==> config.mk <==
export PLATFORM = sky130hd
export DESIGN_NAME = arithmetic
export DESIGN_NICKNAME = d
export VERILOG_FILES = /design/src/rtl/arithmetic_pkg.sv /design/src/rtl/arith_core.sv /design/src/rtl/arithmetic.sv
export SDC_FILE = /design/constraint.sdc
export NUM_CORES = 1
export LEC_CHECK = 0
export CORE_AREA = 3 3 40 42
export DETAILED_ROUTE_END_ITERATION = 6
export DIE_AREA = 0 0 43 45
export PLACE_DENSITY = 0.39
export SLEW_MARGIN = 5
export SYNTH_ARGS = -nofsm -noshare
export SYNTH_HDL_FRONTEND = slang
export SYNTH_SLANG_ARGS = --single-unit
==> constraint.sdc <==
create_clock -name clk -period 0.9 [get_ports clk]
set_input_delay 0.18 -clock clk [delete_from_list [all_inputs] [get_ports clk]]
set_output_delay 0.18 -clock clk [all_outputs]
set_load 0.005 [all_outputs]
==> src/rtl/arithmetic_pkg.sv <==
// Shared types for the arithmetic leaf: default width and the registered flag record.
// Optional signed-overflow flags are compiled in with ARITHMETIC_OVF_EN.
package arithmetic_pkg;

   localparam int ARITH_DEFAULT_WIDTH = 1;

   // Width-independent part of a result; sum/diff ride alongside at the instance width.
   typedef struct packed {
      logic carry;
      logic borrow;
`ifdef ARITHMETIC_OVF_EN
      logic ovf_add;
      logic ovf_sub;
`endif
   } arith_flags_t;

   localparam arith_flags_t ARITH_FLAGS_RST = '0;

endpackage

==> src/rtl/arith_core.sv <==
// Combinational half-adder / half-subtractor core (sum, carry, difference, borrow).
// Signed-overflow flags are produced only when ARITHMETIC_OVF_EN is defined.
module arith_core
   import arithmetic_pkg::*;
#(
   parameter int WIDTH = ARITH_DEFAULT_WIDTH
) (
   input  logic [WIDTH-1:0] a,
   input  logic [WIDTH-1:0] b,
   output logic [WIDTH-1:0] sum,
   output logic [WIDTH-1:0] diff,
   output arith_flags_t     flags
);

   logic [WIDTH:0] add_full;
   logic [WIDTH:0] sub_full;

   // One extra bit on each side: its MSB is the carry or the borrow.
   assign add_full = {1'b0, a} + {1'b0, b};
   assign sub_full = {1'b0, a} - {1'b0, b};

   always_comb begin
      flags        = ARITH_FLAGS_RST;
      sum          = add_full[WIDTH-1:0];
      diff         = sub_full[WIDTH-1:0];
      flags.carry  = add_full[WIDTH];
      flags.borrow = sub_full[WIDTH];
`ifdef ARITHMETIC_OVF_EN
      flags.ovf_add = (a[WIDTH-1] == b[WIDTH-1]) && (add_full[WIDTH-1] != a[WIDTH-1]);
      flags.ovf_sub = (a[WIDTH-1] != b[WIDTH-1]) && (sub_full[WIDTH-1] != a[WIDTH-1]);
`endif
   end

endmodule

==> src/rtl/arithmetic.sv <==
// Registered half-adder / half-subtractor: one-cycle latency, results hold while in_valid is low.
// Define ARITHMETIC_OVF_EN to add the ovf_add / ovf_sub signed-overflow outputs.
module arithmetic
   import arithmetic_pkg::*;
#(
   parameter int WIDTH = ARITH_DEFAULT_WIDTH
) (
   input  logic             clk,
   input  logic             rst_n,
   input  logic             in_valid,
   input  logic [WIDTH-1:0] a,
   input  logic [WIDTH-1:0] b,
   output logic             out_valid,
   output logic [WIDTH-1:0] w,
   output logic             x,
   output logic [WIDTH-1:0] y,
`ifdef ARITHMETIC_OVF_EN
   output logic             ovf_add,
   output logic             ovf_sub,
`endif
   output logic             z
);

   logic [WIDTH-1:0] sum_n;
   logic [WIDTH-1:0] diff_n;
   arith_flags_t     flags_n;
   arith_flags_t     flags_q;

   arith_core #(.WIDTH(WIDTH)) u_core (
      .a     (a),
      .b     (b),
      .sum   (sum_n),
      .diff  (diff_n),
      .flags (flags_n)
   );

   // Results load only on a valid beat; out_valid is a one-cycle pulse per beat.
   always_ff @(posedge clk or negedge rst_n) begin
      if (!rst_n) begin
         out_valid <= 1'b0;
         w         <= '0;
         y         <= '0;
         flags_q   <= ARITH_FLAGS_RST;
      end else begin
         out_valid <= in_valid;
         if (in_valid) begin
            w       <= sum_n;
            y       <= diff_n;
            flags_q <= flags_n;
         end
      end
   end

   assign x = flags_q.carry;
   assign z = flags_q.borrow;
`ifdef ARITHMETIC_OVF_EN
   assign ovf_add = flags_q.ovf_add;
   assign ovf_sub = flags_q.ovf_sub;
`endif

endmodule

# Word level (Yosys, flattened, before mapping)
# Cells that the tools add are included.
# Widths: inputs -> output; s select.
[classes] n_addsub=2
[ops] cell="$add 1x1->2" n=1
[ops] cell="$sub 1x1->2" n=1
[totals] wordCells=7 out_inout_bits=5 input_bits=5 register_bits=5

# Logic depth before layout (Yosys ltp)
[depth] word_depth=1 mapped_depth=3 mapped_depth_nobuf=3

# By module
# From an unflattened synthesis, not the netlist that was laid out.
[hier_totals] cells_unflattened=14 area_unflattened_um2=210.2
[by_module_without_submodules] mod="arithmetic" seq_area_each_um2=125.1 n_inst=1 area_per_inst_um2=170.2 cells_each=9
[by_module_without_submodules] mod="arith_core" seq_area_each_um2=0.0 n_inst=1 area_per_inst_um2=40.0 cells_each=5

# Worst setup path before layout
# Ideal clock, no wire load.
[synth_path] path_kind="input -> register" startpoint="input a" endpoint="register flags_q (netlist bit z)" required_ps=775 setup_slack_ps=159 cell_stages=3 arrival_ps=616 setup_time_ps=125 path_buffers=0 cell_sequence="inv_1 -> ha_1 -> mux2_2"
[synth_lines] item="start: declaration" line_no="arithmetic.sv:11" text="input logic [WIDTH-1:0] a,"
[synth_lines] item="end signal: assignment" line_no="arithmetic.sv:49" text="flags_q <= flags_n;"
[synth_lines] item="end: declaration" line_no="arithmetic.sv:27" text="arith_flags_t flags_q;"

==> results.md <==
- CP max stage cell: dfrtp_1
- Startpoint types: register
- Clock root cell: clkbuf_4
- H-Tree Depth: 1
- Static Leak: 0.1643 nW
- DP Cell Count: 38
- Placeable Area: 1285 sq um
- WL met2: 150 um
- Antenna Violating Nets Remaining: 0
- Starting density of the core: 13.05%
- # DRC: 0
- Syn nets: 19
- Drt wl/cell: 8.442 um
- Clk sinks: 4
- CP Max Fanout: 2
- Synthesis-to-layout area growth: 86.57%
- CTS tree: yes
- Hold Crit Class: primary input to asynchronous set/reset pin
- Dpl hpwl: 275.7 um
- Share of cells above drive strength 1: 57.14%
- Fill count: 140
- Fin crit period: 1.009 ns
- Grt total ovfl: 0
- Crit-path cells: buf_6 > buf_6
- Syn. warnings: 0
- Setup slack, reg-to-reg: -0.05 ns
- Initial antenna violation count: 0
- Final Hold Vio Count: 0
- Synth unique cells: 7
- Worst Setup SP: w
- Pin count of the biggest net entering global routing: 5
- Outcome: complete, but fails checks
- Worst-margin pin slew: 0.1863 ns
- Mean number of vias per cell: 3.140
- Register Area: 100.1 sq um
- N_diodes: 0
- # rows: 13
- Post-Layout Cell Count: 43
- M1 wire length: 163 um
- Die W: 43 um
- Clk buf depth: 2
- RSZ-0062 raised after global routing: yes
- Crit end category: output pin
- Reg2reg end: w
- GRT Total Usage: 5.509%
- Multi-input logic area: 58.81 sq um
- Reg2Reg Launch Point: w
- Setup CP Type: register to output pin
- Final Cycle Share: 112.1%
- Worst reg-to-reg path cell count: 5
- Final slew viol count: 0
- PnR Total Power: 0.5312 mW
- Most used cell, CP: buf_6
- Syn avg cell area: 13.97 sq um
- Crit path required time: 0.72 ns
- Fin util: 24.34%
- Ports: 10
- Max VDD drop: 373.9 uV
- DR vias: 135
- Final wirelength: 363 um
- Worst EP arrival: 0.83 ns
- Max_cap viols: 0
- CTS clk-pin slew, worst paths: 0.04 ns
- Die Height: 45 um
- Port Buf Inserts: 9
- Most frequent cells in the layout: dfrtp_1, buf_2, buf_4
- Hold Buf Count CTS: 0
- First-iteration detailed-routing DRC count: 0
- Placer congestion estimate: 0.6783
- Net count reported at finish: 37
- F_max: 991.1 MHz
- Relative slew margins: 87.54%
- Highest metal used: met3
- Pre-CTS setup slack: -0.3833 ns
- Met3 wire length: 49 um
- Die Area: 1935 sq um
- Cells after Synth: 12
- Failing checks: setup timing
- Cell Area, Synth: 167.7 sq um
- Skew-Pair Late Insertion Delay: 0.23 ns
- Clock skew: 0 ns
- DR pass1 iterations: 1
- Seq cells post-synth: 4
- Vias in the first global route: 163
- First-pass GRT wire length: 655 um
- Pwr Density: 1698 nW/um^2
- Setup Viol. Count Final: 4
- Post-synthesis sequential area ratio: 59.70%
- Max stage delay on crit path: 0.38 ns
- Cts bufs inserted: 3
- Setup WS post-layout: -0.1090 ns
==> Yosys cell counts <==
cell type,count,area share [%]
dfrtp_1,4,60
ha_1,2,15
buf_4,1,4.5
nor2_1,1,2.2
mux2_2,2,13
a21oi_1,1,3.0
inv_1,1,2.2
==> state kept, by name, summed over array words and instances, names as in the netlist <==
name       cells
w              1
x              1
out_valid      1
z              1
==> logic make-up after synthesis <==
family | synth area share, %
flip-flops | 59.70
AND/OR/NAND/NOR | 2.237
AO/OA/AOI/OAI | 2.982
adder cells (fa/ha/maj) | 14.92
multiplexers | 13.43
buffers and inverters | 6.716
==> power by group <==
group          internal (mW)  switching (mW)
Sequential             0.197         0.00723
Combinational         0.0727          0.0354
Clock                  0.149          0.0704
Total                  0.418           0.113
==> timing repair <==
item                                    CTS  global route
resized for setup                        25             1
endpoints found under the setup margin    8             6
buffers inserted                          2             0
pin swaps                                 1             0
==> how the worst max path moves through the flow <==
stage,cells after the start,end
2_1_floorplan,3,z
3_3_place_gp,4,z
3_5_place_dp,4,z
4_1_cts,2,y
5_1_grt,2,y
6_report,2,y
==> routing by layer <==
metal	track usage, %	vias to the layer above
met5	0	-
met4	5.422	0
met3	4.781	0
met2	6.886	9
met1	5.340	55
li1	-	71
==> critical path, delay by kind of cell (launching register included) <==
family | cells | cell delay (ns)
DFF | 1 | 0.38
buffers and inverters | 2 | 0.22
==> cell type report <==
cell class	instances	share of cell area [%]
Clock buffer	3	7.200
Inverter	1	1.200
Multi-Input combinational cell	6	18.80
Sequential cell	4	32.00
Tap cell	15	6.000
Timing Repair Buffer	14	34.80
==> per-stage QoR <==
stage	TNS (ns)	hold slack, ns	instance area, sq um
6_report	-0.1835	0.1499	312.8
5_1_grt	-0.3836	0.1613	312.8
3_5_place_dp	-1.514	0.3966	291.5
4_1_cts	-0.2388	0.1469	310.3
3_3_place_gp	-1.520	0.3964	291.5
2_1_floorplan	0	-0.1156	167.7
Power figures use the tool's default switching activity.
